### src/rtl/send_422_frame.sv
// send_422_frame
//   RS-422 feedback frame transmitter for the lidar control link. Latches an
//   NBYTES payload on a valid/ready handshake, then sends HEADER, the payload
//   bytes (byte 0 = MSB byte first) and, when SEND_422_CHKSUM_EN is defined,
//   an 8-bit additive checksum of the payload. Bytes are sent one at a time
//   through a uart_tx_even_check child (8 data bits, even parity, 1 stop bit).
//
//   Optional feature macro: SEND_422_CHKSUM_EN (appends the checksum byte).
//
// Ports
//   clk          system clock, rising edge
//   rst_n        asynchronous active-low reset
//   frame_data   payload, byte k = frame_data[8*NBYTES-1-8k -: 8]
//   frame_valid  request to send frame_data
//   frame_ready  frame can be accepted (IDLE only)
//   TXD          serial line, idles high
//   txd_done     one-cycle pulse after the last byte of a frame
//   frame_cnt    completed frame count, wraps at 16 bits
//
// Parameters
//   NBYTES        payload bytes per frame, 1..16
//   HEADER        first byte of every frame
//   CLKS_PER_BIT  clocks per serial bit in the UART child

module send_422_frame #(
    parameter int          NBYTES       = 2,
    parameter logic [7:0]  HEADER       = 8'hEB,
    parameter int          CLKS_PER_BIT = 16
) (
    input  logic                  clk,
    input  logic                  rst_n,
    input  logic [8*NBYTES-1:0]   frame_data,
    input  logic                  frame_valid,
    output logic                  frame_ready,
    output logic                  TXD,
    output logic                  txd_done,
    output logic [15:0]           frame_cnt
);

    // state   | meaning
    // --------+-----------------------------------------------------------
    // S_IDLE  | waiting for frame_valid, frame_ready high
    // S_ISSUE | one-cycle tx_data_valid strobe for the current byte
    // S_WAIT  | byte on the line, waiting for the child's tx_data_ready
    // S_DONE  | txd_done pulse, frame_cnt already shows the new value

`ifdef SEND_422_CHKSUM_EN
    localparam int LEN = NBYTES + 2;
`else
    localparam int LEN = NBYTES + 1;
`endif
    localparam int                IDX_W    = $clog2(NBYTES + 2);
    localparam logic [IDX_W-1:0]  LAST_IDX = IDX_W'(LEN - 1);
    localparam logic [IDX_W-1:0]  PAY_LAST = IDX_W'(NBYTES);

    typedef enum logic [1:0] {
        S_IDLE  = 2'd0,
        S_ISSUE = 2'd1,
        S_WAIT  = 2'd2,
        S_DONE  = 2'd3
    } state_t;

    state_t               state;
    state_t               next_state;
    logic [IDX_W-1:0]     idx;
    logic [8*NBYTES-1:0]  shadow;
    logic                 rst_done;     // holds frame_ready low until the first clock after reset

    logic [7:0]           tx_data;
    logic                 tx_data_valid;
    logic                 tx_data_ready;

    logic                 accept;
    logic                 step;
    logic                 finish;
    logic                 is_payload;
    logic [7:0]           payload_byte;
    logic [7:0]           cur_byte;

`ifdef SEND_422_CHKSUM_EN
    logic [7:0]           chk;
`endif

    assign is_payload = (idx != '0) && (idx <= PAY_LAST);

    // Index 0 is the header, 1..NBYTES select payload bytes from the shadow
    // copy, and the index after the payload carries the checksum.
    always_comb begin
        payload_byte = 8'h00;
        for (int k = 0; k < NBYTES; k++) begin
            if (idx == IDX_W'(k + 1)) begin
                payload_byte = shadow[8*(NBYTES-1-k) +: 8];
            end
        end
        if (idx == '0) begin
            cur_byte = HEADER;
        end else if (is_payload) begin
            cur_byte = payload_byte;
        end else begin
`ifdef SEND_422_CHKSUM_EN
            cur_byte = chk;
`else
            cur_byte = 8'h00;
`endif
        end
    end

    always_comb begin
        next_state    = state;
        frame_ready   = 1'b0;
        tx_data_valid = 1'b0;
        tx_data       = 8'h00;
        txd_done      = 1'b0;
        accept        = 1'b0;
        step          = 1'b0;
        finish        = 1'b0;
        case (state)
            S_IDLE: begin
                frame_ready = rst_done;
                if (frame_valid && rst_done) begin
                    accept     = 1'b1;
                    next_state = S_ISSUE;
                end
            end
            S_ISSUE: begin
                tx_data_valid = 1'b1;
                tx_data       = cur_byte;
                next_state    = S_WAIT;
            end
            S_WAIT: begin
                if (tx_data_ready) begin
                    if (idx == LAST_IDX) begin
                        finish     = 1'b1;
                        next_state = S_DONE;
                    end else begin
                        step       = 1'b1;
                        next_state = S_ISSUE;
                    end
                end
            end
            S_DONE: begin
                txd_done   = 1'b1;
                next_state = S_IDLE;
            end
            default: next_state = S_IDLE;
        endcase
    end

    always_ff @(posedge clk or negedge rst_n) begin
        if (!rst_n) begin
            state     <= S_IDLE;
            rst_done  <= 1'b0;
            idx       <= '0;
            shadow    <= '0;
            frame_cnt <= 16'h0000;
        end else begin
            state    <= next_state;
            rst_done <= 1'b1;
            if (accept) begin
                shadow <= frame_data;
                idx    <= '0;
            end else if (step) begin
                idx <= idx + 1'b1;
            end
            // Updated on entry to DONE so the count is current alongside txd_done.
            if (finish) begin
                frame_cnt <= frame_cnt + 16'd1;
            end
        end
    end

`ifdef SEND_422_CHKSUM_EN
    always_ff @(posedge clk or negedge rst_n) begin
        if (!rst_n) begin
            chk <= 8'h00;
        end else if (accept) begin
            chk <= 8'h00;
        end else if ((state == S_ISSUE) && is_payload) begin
            chk <= chk + cur_byte;
        end
    end
`endif

    uart_tx_even_check #(
        .CLKS_PER_BIT (CLKS_PER_BIT)
    ) u_uart (
        .clk           (clk),
        .rst_n         (rst_n),
        .tx_data       (tx_data),
        .tx_data_valid (tx_data_valid),
        .tx_data_ready (tx_data_ready),
        .txd           (TXD)
    );

endmodule

// uart_tx_even_check
//   Byte transmitter: start bit, 8 data bits LSB first, even parity, stop bit.
//   Each bit lasts CLKS_PER_BIT clocks, timed by a down-counter.
//
// Ports
//   clk, rst_n     clock and asynchronous active-low reset
//   tx_data        byte to send, sampled on tx_data_valid
//   tx_data_valid  single-cycle start strobe, ignored while busy
//   tx_data_ready  single-cycle pulse after the stop bit has finished
//   txd            serial output, idles high

module uart_tx_even_check #(
    parameter int CLKS_PER_BIT = 16
) (
    input  logic        clk,
    input  logic        rst_n,
    input  logic [7:0]  tx_data,
    input  logic        tx_data_valid,
    output logic        tx_data_ready,
    output logic        txd
);

    localparam int             TW      = (CLKS_PER_BIT > 1) ? $clog2(CLKS_PER_BIT) : 1;
    localparam logic [TW-1:0]  TC_LOAD = TW'(CLKS_PER_BIT - 1);

    logic           busy;
    logic [9:0]     shreg;      // {stop, parity, data[7:0]} still to go out
    logic [3:0]     bits_left;
    logic [TW-1:0]  timer;

    always_ff @(posedge clk or negedge rst_n) begin
        if (!rst_n) begin
            busy          <= 1'b0;
            shreg         <= '0;
            bits_left     <= 4'd0;
            timer         <= '0;
            txd           <= 1'b1;
            tx_data_ready <= 1'b0;
        end else begin
            tx_data_ready <= 1'b0;
            if (!busy) begin
                if (tx_data_valid) begin
                    busy      <= 1'b1;
                    txd       <= 1'b0;
                    shreg     <= {1'b1, ^tx_data, tx_data};
                    bits_left <= 4'd10;
                    timer     <= TC_LOAD;
                end
            end else if (timer != '0) begin
                timer <= timer - 1'b1;
            end else if (bits_left != 4'd0) begin
                txd       <= shreg[0];
                shreg     <= {1'b0, shreg[9:1]};
                bits_left <= bits_left - 4'd1;
                timer     <= TC_LOAD;
            end else begin
                busy          <= 1'b0;
                txd           <= 1'b1;
                tx_data_ready <= 1'b1;
            end
        end
    end

endmodule

### config.mk
export PLATFORM = sky130hd
export DESIGN_NAME = send_422_frame
export DESIGN_NICKNAME = d
export VERILOG_FILES = /design/src/rtl/send_422_frame.sv
export SDC_FILE = /design/constraint.sdc
export NUM_CORES = 1
export LEC_CHECK = 0
export ABC_AREA = 1
export CAP_MARGIN = 15
export CORE_MARGIN = 10
export CORE_UTILIZATION = 51
export DETAILED_ROUTE_END_ITERATION = 10
export HOLD_SLACK_MARGIN = 0.03
export MAX_ROUTING_LAYER = met4
export PLACE_DENSITY = 0.76
export SLEW_MARGIN = 30
export SYNTH_ARGS = -nofsm -noshare
export SYNTH_HDL_FRONTEND = slang
export SYNTH_HIERARCHICAL = 1
export SYNTH_SLANG_ARGS = --single-unit
### constraint.sdc
create_clock -name clk -period 5.4 [get_ports clk]
set_input_delay 1.08 -clock clk [delete_from_list [all_inputs] [get_ports clk]]
set_output_delay 1.08 -clock clk [all_outputs]
set_load 0.03 [all_outputs]
==> run summary <==
The setup-violating endpoint count in the final report is 0. The total placed cells including tap cells came out at 491. The share of synthesized registers carrying an async set or reset came out at 1.00. The power density over the cells is 227 mW/mm^2. The net switching power came out at 0.176 mW.

The final weighted congestion of routability-driven global placement is 0.783. For this run the aggregate overflow at the end of global routing stands at 0. The distinct cell type count of the synthesized netlist came out at 37.

The sort of element at the end of the critical path is an output pin. In the post-synthesis netlist, the biggest area contributors are dfrtp_1 (47%), nand2_1 (18%), inv_1 (4.4%). The flow ran to the end, and the final reports show no timing, DRC or antenna violations. The post-cts repair resize count came out at 0. The total number of placement rows is 28. The per-cell routed wire length is about 12 um. The worst-margin pin slew is 0.715 ns. The number of hold-repair buffers added at the cts stage is 0. The count of flip-flops with a built-in enable after synthesis came out at 0. The post-route worst hold slack came out at 0.478 ns. The post-CTS setup repair buffer count is 0. The end of the worst register-to-register path is u_uart/shreg[8]. Of the available clock period, the critical path in the final layout requires 0.524. The overall die area came out at 0.00945 mm^2. Once detailed placement completed, the half-perimeter wirelength came to around 4400 um. The final core utilization came out at 0.623. For hold timing, the worst endpoint is u_uart/bits_left[3]. The share of power burned in the clock network is 0.447. The adder-cell share of the synthesized area came out at 0.0288. The switching share of power came out at 0.214.

For this run, the number of standard cells in the final layout without fillers is slightly above 500. For flop-to-flop paths, the worst setup slack is 2.82 ns. The post-synthesis mux area share came out at 0.

The worst setup path is launched from a flip-flop. The worst supply voltage drop on vdd is around 0.14 mV. The min-delay analysis places its worst path in the category flip-flop to flip-flop. The number of port buffers is 37.

Summed over all failing endpoints, the final setup total negative slack is 0 ns. The share of total power dissipated in combinational logic is 0.026. After detailed routing, the total wire length is 6060 um.

The initial detailed-routing violation count came out at 80. The number of nets produced by synthesis came out at 411. The layout cell share with drive strength beyond 1 is 0.0787. The clock tree synthesis step divided the H-tree into 3 levels. The number of storage elements in the synthesis netlist came out at 58. The share of synthesized area occupied by flip-flops and latches came out at 0.478. Sorting the synthesized cells by how often they occur yields nand2_1 (149), dfrtp_1 (57), inv_1 (36). The hold violation total from the final report is 0.

The startpoint identified for the worst hold timing path is u_uart/bits_left[3]. The number of nets in the layout came out at approximately 450. Along the worst path, the maximum fanout reaches 6. The sequential cell fraction of total power is 0.527. The synthesized netlist cell count came out at between 300 and 400. The max-capacitance violation count is 0. The CTS clock-pin slew for the worst setup and hold paths is 0.06 ns. The most common cell in the synthesized netlist is nand2_1. Subtracting the final worst setup slack from the clock period gives 2.83 ns. The number of DRC violations after detailed routing is 0.

The TritonCTS buffer count is 9. The number of cells on the worst reg-to-reg path is 14. The core area is just under 0.006 mm^2. The critical path is of the flip-flop to output pin type. The number of iterations in the first detailed-routing pass came out at 6.

The final antenna-violating net count came out at 0. Setup repair after global routing left no endpoint under its margin. Compared with the post-synthesis result, the final layout area differs by 19.8%.

The achievable frequency is 353 MHz. The Yosys warning count is 6. The required time of the critical path came out at 4.32 ns. The antenna diode count came out at 0. In the global route stage, overall resource usage came out at 0.137. The normalized max-slew margin came out at 0.523. The initial antenna violation count is 0. 38 I/O pins were placed. The share of synthesized area in the top cell type comes to 0.469.

The fraction of the mapped netlist area in compound gates is 0.0843. The internal portion of the total power is ~0.65 mW. Clock latency on the worst-skew pair, taken at its later pin, is 0.34 ns.

The die boundary width came out at 97.2 um. The via density per instance is 4.96. The vertical die dimension is ~97 um.

The via count of the first global-routing pass came out at 2408. The first global-routing pass estimated 10700 um of wire. The max-slew violation count came out at 0.

The worst setup skew after layout is 0.00687 ns. Among all flip-flop cells after synthesis, the most frequent one is dfrtp_1. The dominant combinational cell family by area after synthesis is simple AND/OR/NAND/NOR gates.

The largest single stage delay on the critical path is around 0.70 ns. Summed over all cells, the static leakage comes to around 1.8 nW. After synthesis the cells add up to 0.00304 mm^2. The post-synthesis area per instance came out at 7.90 um^2. Of the total synthesized cell area, the portion taken by AND, OR, NAND and NOR gates is 0.311. The signal on the critical path passes through nor3b_1 -> clkdlybuf4s50_1.

The slowest stage of the critical path belongs to the cell clkdlybuf4s50_1. Summed over all instances, the cell type with the most area after synthesis is dfrtp_1. The effective utilization at floorplan came out at 0.520. The TritonCTS sink count is between 50 and 60. The clock root buffer master is clkbuf_8.

The maximum clock insertion buffer count came out at 2. The data arrival time of the worst path is between 1.5 and 2 ns. TritonCTS built the clock tree. Of the total synthesized cell area, the portion taken by XOR and XNOR cells is 0.0288.

The routed layout has 2515 vias. The worst hold path was traced through 2 stages. The worst register-to-register path begins at idx[0]. Entering global routing, the biggest net connects 59 pins.
-- flip-flops by register name, indices dropped and copies added (netlist names) --
register / count
state: 2
frame_cnt: 16
u_uart/timer: 4
u_uart/bits_left: 4
shadow: 16
u_uart/shreg: 10
rst_done: 1
u_uart/busy: 1
idx: 2
u_uart/tx_data_ready: 1
u_uart/txd: 1
-- placed cells by master (no fill, tap or decap), drive strengths merged, types with 2 or more instances in the layout --
| cell type | n |
|---|---|
| inv | 42 |
| a22oi | 8 |
| dfrtp | 57 |
| nor2 | 37 |
| nand3 | 12 |
| nor3 | 6 |
| buf | 2 |
| nand2 | 154 |
| xor2 | 5 |
| nand4 | 2 |
| o21ai | 19 |
| clkinv | 2 |
| a31oi | 8 |
| clkbuf | 14 |
| ha | 7 |
| a21oi | 4 |
| xnor2 | 5 |
| nand3b | 3 |
| clkdlybuf4s50 | 36 |
-- critical path: cells and delay by family (launching register included) --
family	cells	cell delay (ns)
flops	1	0.48
buf+inv	1	0.70
simple gates	1	0.22
-- worst max-delay path by stage --
| stage | startpoint | to |
|---|---|---|
| floorplan | state[1] | frame_ready |
| global placement | frame_valid | shadow[7] |
| detailed placement | frame_valid | shadow[3] |
| CTS | state[1] | frame_ready |
| global route | idx[0] | u_uart/shreg[8] |
| finish | state[1] | frame_ready |
-- per-stage QoR --
| step | power (mW) | cell area (um^2) | setup WS, ns |
|---|---|---|---|
| global placement | 0.465 | 3460 | 2.74 |
| floorplan | 0.444 | 3040 | 3.09 |
| finish | 0.826 | 3640 | 2.57 |
| detailed placement | 0.465 | 3460 | 2.67 |
| CTS | 0.834 | 3640 | 2.55 |
| global route | 0.857 | 3640 | 2.48 |
-- cells by family (layout without fill, tap and decap cells) --
family,count (synthesis),after routing
flops,58,58
compound gates,43,43
other cells,1,1
simple gates,217,217
fa+ha+maj,7,7
xor+xnor,10,10
buf+inv,49,96
-- cell type report --
cell class / count / area [um^2]
fillers: 520 / 2210
flip-flops and latches: 58 / 1450
multi-input cells: 278 / 1380
repair buffers: 38 / 373
clock buffers: 14 / 173
inverters: 42 / 160
well taps: 75 / 93.8
clock inverters: 2 / 10.0
-- per-layer routing --
metal | global-route usage | share of wire | vias up
li1 | - | - | 1295
met1 | 0.160 | 0.48 | 1170
met2 | 0.213 | 0.46 | 39
met3 | 0.0356 | 0.033 | 11
met4 | 0.0671 | 0.020 | 0
met5 | - | 0 | -
-- power groups by stage --
stage | logic, mW | clock network, mW | registers (mW)
finish | 0.0212 | 0.369 | 0.435
global route | 0.0243 | 0.398 | 0.435
CTS | 0.0222 | 0.377 | 0.435
detailed placement | 0.0222 | 0 | 0.443
global placement | 0.0221 | 0 | 0.443
floorplan | 0.000520 | 0 | 0.443
No activity file was read; power rests on OpenSTA's default activity.
